==> src/rtl/wddl_pkg.sv <==
// Shared types and constants for the WDDL dual-rail register bank.
// Phase states, rail-pair encodings and the precharge counter width.
package wddl_pkg;

    typedef enum logic [1:0] {
        WDDL_PRE  = 2'b00,
        WDDL_EVAL = 2'b01,
        WDDL_HOLD = 2'b10
    } wddl_state_t;

    // Rail pair is {true_rail, false_rail}.
    typedef enum logic [1:0] {
        RAIL_SPACER  = 2'b00,
        RAIL_ZERO    = 2'b01,
        RAIL_ONE     = 2'b10,
        RAIL_ILLEGAL = 2'b11
    } rail_pair_t;

    localparam int PRE_CNT_W = $clog2(16);

endpackage

==> src/rtl/wddl_phase_ctrl.sv <==
// Precharge/evaluate/hold phase sequencer for the WDDL register bank.
// Emits the phase enables; the datapath decides when a word is captured.
module wddl_phase_ctrl
    import wddl_pkg::*;
#(
    parameter int PRE_CYCLES = 1
) (
    input  logic clk,
    input  logic rst,
    input  logic capture,
    input  logic ready_i,
    output logic prechrg_o,
    output logic ready_o,
    output logic valid_o
);

    localparam logic [PRE_CNT_W-1:0] PRE_LAST = PRE_CNT_W'(PRE_CYCLES - 1);

    wddl_state_t          state, state_next;
    logic [PRE_CNT_W-1:0] pre_cnt, pre_cnt_next;
    // The edge that samples reset release is not part of the first precharge.
    logic                 started;

    // NOTE: state registers use non-blocking assignments so every flop
    // samples the pre-edge values of the others, independent of block order.
    always_ff @(posedge clk or posedge rst) begin
        if (rst) begin
            state   <= WDDL_PRE;
            pre_cnt <= '0;
            started <= 1'b0;
        end else begin
            state   <= state_next;
            pre_cnt <= pre_cnt_next;
            started <= 1'b1;
        end
    end

    // NOTE: every output of this block gets a default first; a path that
    // leaves one unassigned would otherwise infer a latch.
    always_comb begin
        state_next   = state;
        pre_cnt_next = pre_cnt;
        prechrg_o    = 1'b0;
        ready_o      = 1'b0;
        valid_o      = 1'b0;
        unique case (state)
            WDDL_PRE: begin
                prechrg_o = 1'b1;
                if (started) begin
                    if (pre_cnt == PRE_LAST) begin
                        pre_cnt_next = '0;
                        state_next   = WDDL_EVAL;
                    end else begin
                        pre_cnt_next = pre_cnt + 1'b1;
                    end
                end
            end
            WDDL_EVAL: begin
                ready_o = 1'b1;
                if (capture) state_next = WDDL_HOLD;
            end
            WDDL_HOLD: begin
                valid_o = 1'b1;
                if (ready_i) state_next = WDDL_PRE;
            end
            default: state_next = WDDL_PRE;
        endcase
    end

endmodule

==> src/rtl/wddl_reg_bank.sv <==
// WDDL dual-rail register bank: WIDTH rail pairs with self-timed precharge,
// valid/ready handshake and a sticky illegal-rail-pair fault flag.
module wddl_reg_bank
    import wddl_pkg::*;
#(
    parameter int WIDTH      = 8,
    parameter int PRE_CYCLES = 1,
    parameter int DUAL_IN    = 0
) (
    input  logic             clk,
    input  logic             rst,
    input  logic [WIDTH-1:0] d_i,
    input  logic [WIDTH-1:0] dbar_i,
    input  logic             valid_i,
    output logic             ready_o,
    output logic [WIDTH-1:0] q_o,
    output logic [WIDTH-1:0] qbar_o,
    output logic             valid_o,
    input  logic             ready_i,
    output logic             prechrg_o,
    output logic             fault_o
);

    logic [WIDTH-1:0] rail_lo;
    logic             all_data;
    logic             any_illegal;
    logic             accept;
    logic             capture;

    // Single-rail mode synthesises the false rail, so the checker below sees
    // only data pairs and one capture path serves both modes.
    assign rail_lo = (DUAL_IN != 0) ? dbar_i : ~d_i;

    always_comb begin
        all_data    = 1'b1;
        any_illegal = 1'b0;
        for (int k = 0; k < WIDTH; k++) begin
            case ({d_i[k], rail_lo[k]})
                RAIL_SPACER:  all_data    = 1'b0;
                RAIL_ILLEGAL: any_illegal = 1'b1;
                default:      ;
            endcase
        end
    end

    assign accept  = valid_i && ready_o;
    assign capture = accept && all_data && !any_illegal;

    wddl_phase_ctrl #(
        .PRE_CYCLES(PRE_CYCLES)
    ) u_phase_ctrl (
        .clk      (clk),
        .rst      (rst),
        .capture  (capture),
        .ready_i  (ready_i),
        .prechrg_o(prechrg_o),
        .ready_o  (ready_o),
        .valid_o  (valid_o)
    );

    // Rails return to spacer on the same edge that leaves HOLD.
    always_ff @(posedge clk or posedge rst) begin
        if (rst) begin
            q_o    <= '0;
            qbar_o <= '0;
        end else if (capture) begin
            q_o    <= d_i;
            qbar_o <= rail_lo;
        end else if (valid_o && ready_i) begin
            q_o    <= '0;
            qbar_o <= '0;
        end
    end

    always_ff @(posedge clk or posedge rst) begin
        if (rst) begin
            fault_o <= 1'b0;
        end else if (accept && any_illegal) begin
            fault_o <= 1'b1;
        end
    end

endmodule

==> config.mk <==
export PLATFORM = sky130hd
export DESIGN_NAME = wddl_reg_bank
export DESIGN_NICKNAME = d
export VERILOG_FILES = /design/src/rtl/wddl_pkg.sv /design/src/rtl/wddl_phase_ctrl.sv /design/src/rtl/wddl_reg_bank.sv
export SDC_FILE = /design/constraint.sdc
export NUM_CORES = 1
export LEC_CHECK = 0
export BUFFER_PORTS_ARGS = -buffer_cell sky130_fd_sc_hd__clkbuf_2
export CAP_MARGIN = 25
export CORE_MARGIN = 2
export CORE_UTILIZATION = 52
export CTS_BUF_LIST = sky130_fd_sc_hd__clkbuf_8
export DETAILED_ROUTE_END_ITERATION = 10
export HOLD_SLACK_MARGIN = 0.02
export PLACE_DENSITY = 0.82
export SLEW_MARGIN = 0
export SYNTH_ARGS = -nofsm -noshare
export SYNTH_HDL_FRONTEND = slang
export SYNTH_SLANG_ARGS = --single-unit
==> constraint.sdc <==
create_clock -name clk -period 3.25 [get_ports clk]
set_input_delay 0.1625 -clock clk [delete_from_list [all_inputs] [get_ports clk]]
set_output_delay 0.1625 -clock clk [all_outputs]
set_load 0.01 [all_outputs]
==> results.toml <==
[floorplan]
die-area_um2 = 2176
initial_core_util_pct = 54.78
die_h_um = 46.65
rows = 15
core_um2 = 1727
die_x_um = 46.65
num_io_pins = 40

[power]
power.density_nw_per_um2 = 858.9
p_leak_nw = 0.5998
irDropWorstVdd_mv = 0.4207
power.total_uw = 982.3

[logic_synthesis]
syn-instance-count = 71
synthArstFlopShare_pct = 100.0
netlist_top_cells_area = "dfrtp_1 61%, a22o_1 8.3%, o2bb2ai_1 7.4%"
ys_ff_latch = 23
ys_types = 23
synth_edf_count = 0
syn_avg_cell_area_um2 = 13.32
syn_nets = 93
netlist_area_um2 = 945.9
ys_warn_count = 0
ys_seq_area_share_pct = 60.85
yosys.area.top_type_share_pct = 60.85
synth_top_cell_by_area = "dfrtp_1"
ys.flop_type = "dfrtp_1"

[placed_design]
post-place-ws_ns = 1.785
dp_hpwl_um = 1254
port-buffer-count = 30
gp_congestion = 0.7268
dpl.cell_count = 123

[clocking]
postCtsSetupBuffers = 0
path_clk_slew_ns = 0.08
tritoncts = "done"
cts.sink_count = 23
cts-root-buf = "clkbuf_8"
cts-buffers-inserted = 3
cts_hold_buf = 0
cts.repair.resized = 0
h-tree-depth = 1
clk_latency_ns = 0.26
ctsLongestPathBuffers = 2

[finish]
fin_nets = 125
mostFrequentLayoutCell = "clkbuf_2"
final_cell_mix = "30 x clkbuf_2, 23 x dfrtp_1, 9 x a22o_1"
layoutNonFillerInstCount = 127
drive_above_1_share_pct = 39.22
finish.utilization_pct = 66.23
area_delta_synth_final_pct = 20.90
diodes = 0

[sta]
skew_ns = 0.003580
tightest_slew_ns = 0.8143
rsz0062_at_grt = "false"
slew_headroom_pct = 45.65
hold_viol_final = 0
max_freq_mhz = 684.8
period_share_pct = 44.93
tns_ns = 0
period_minus_slack_ns = 1.460
setup_ws_ns = 1.790
setup_violations = 0
slew_violations = 0

[worst_setup_path]
max_stage_delay_ns = 0.43
path_class = "reg -> reg"
cp_cell_sequence = "and3b_1 -> a21oi_4 -> a22o_1"
arrival_ns = 1.66
critPathMaxFanout = 16
cp-start-kind = "flip-flop"
worstPathRequired_ns = 3.45
crit_slowest_cell = "dfrtp_1"
end_kind = "flip-flop"

[grt]
antenna_found_initial = 0
grt_max_degree = 24
track_usage_pct = 17.67
grt_overflow = 0
grt_pass1_vias = 590
grt_first_pass_wirelength_um = 2635

[min_path]
hold_class = "in -> async"

[drt]
wire_per_inst_um = 13.69
drc = 0
vias_per_cell = 5.307
vias = 674
routed_wl_um = 1738
drt_first_pass_iters = 4
drt_iter0_markers = 8
antenna_left = 0

[status]
status = "finished clean"

[job]
max-cap-violations = 0
## registers in the layout, indices dropped and copies added, names as in the netlist
register,cells
q_o,8
qbar_o,8
u_phase_ctrl.pre_cnt,4
u_phase_ctrl.state,2
u_phase_ctrl.started,1
## logic make-up after synthesis
logic type	count (synthesis)	synth area share, %
simple gates	11	8.070
compound gates	22	19.97
other cells	2	0.7939
mux	1	1.190
xor+xnor	1	0.9261
fa+ha+maj	2	2.645
flops	23	60.85
buf+inv	9	5.556
## synth_stat cells, drive strengths merged, types with 2 or more instances
cell type   n
a21oi       2
a22o        9
and2b       2
buf         3
conb        2
dfrtp      23
ha          2
inv         6
nand2       3
nor3b       2
o21ai       2
o2bb2ai     8
## where the power goes
part           switching, mW  leakage [nW]  internal, mW
clock network         0.0869        0.0255        0.0854
registers             0.0618         0.297         0.383
logic                  0.191         0.277         0.174
## cell type report
class                      count  area (µm²)
tap                           25       31.28
inverter                       6       22.52
clock inverter                 1       5.005
timing repair buffer          30       150.1
multi-input combinational     39       317.8
fill                         151       583.1
clock buffer                   3       41.29
sequential                    23       575.6
## worst max-delay path: cells and delay by family (launching register included)
kind / cells / cell delay (ns)
DFF: 1 / 0.43
AOI/OAI and AO/OA: 2 / 0.62
and+or+nand+nor: 1 / 0.34
## final timing paths
check	from	end	slack, ns	cells after the start
min	rst	q_o[7]$_DFFE_PP0P_	0.03	2
max reg2reg	u_phase_ctrl.state[1]$_DFFE_PP0P_	q_o[7]$_DFFE_PP0P_	1.79	3
max in group asynchronous	rst	q_o[4]$_DFFE_PP0P_	2.71	2
min reg2reg	qbar_o[7]$_DFFE_PP0P_	qbar_o[7]$_DFFE_PP0P_	0.49	1
max	u_phase_ctrl.state[1]$_DFFE_PP0P_	q_o[7]$_DFFE_PP0P_	1.79	3
min in group clk	d_i[4]	qbar_o[4]$_DFFE_PP0P_	0.08	2
## metrics by stage
stage	hold slack (ns)	cell area [µm²]
detailed placement	0.3502	1097
floorplan	0.1644	945.9
CTS	0.06915	1144
finish	0.03420	1144
global route	0.08924	1144
global placement	0.3409	1097
## routing by layer
metal,up-vias,GRT usage [%],part of all wire (%)
li1,315,-,-
met1,335,25.13,45
met2,22,26.67,48
met3,2,3.529,5.8
met4,0,6.667,0.58
met5,-,0,0
(Power assumes the default switching activity.)
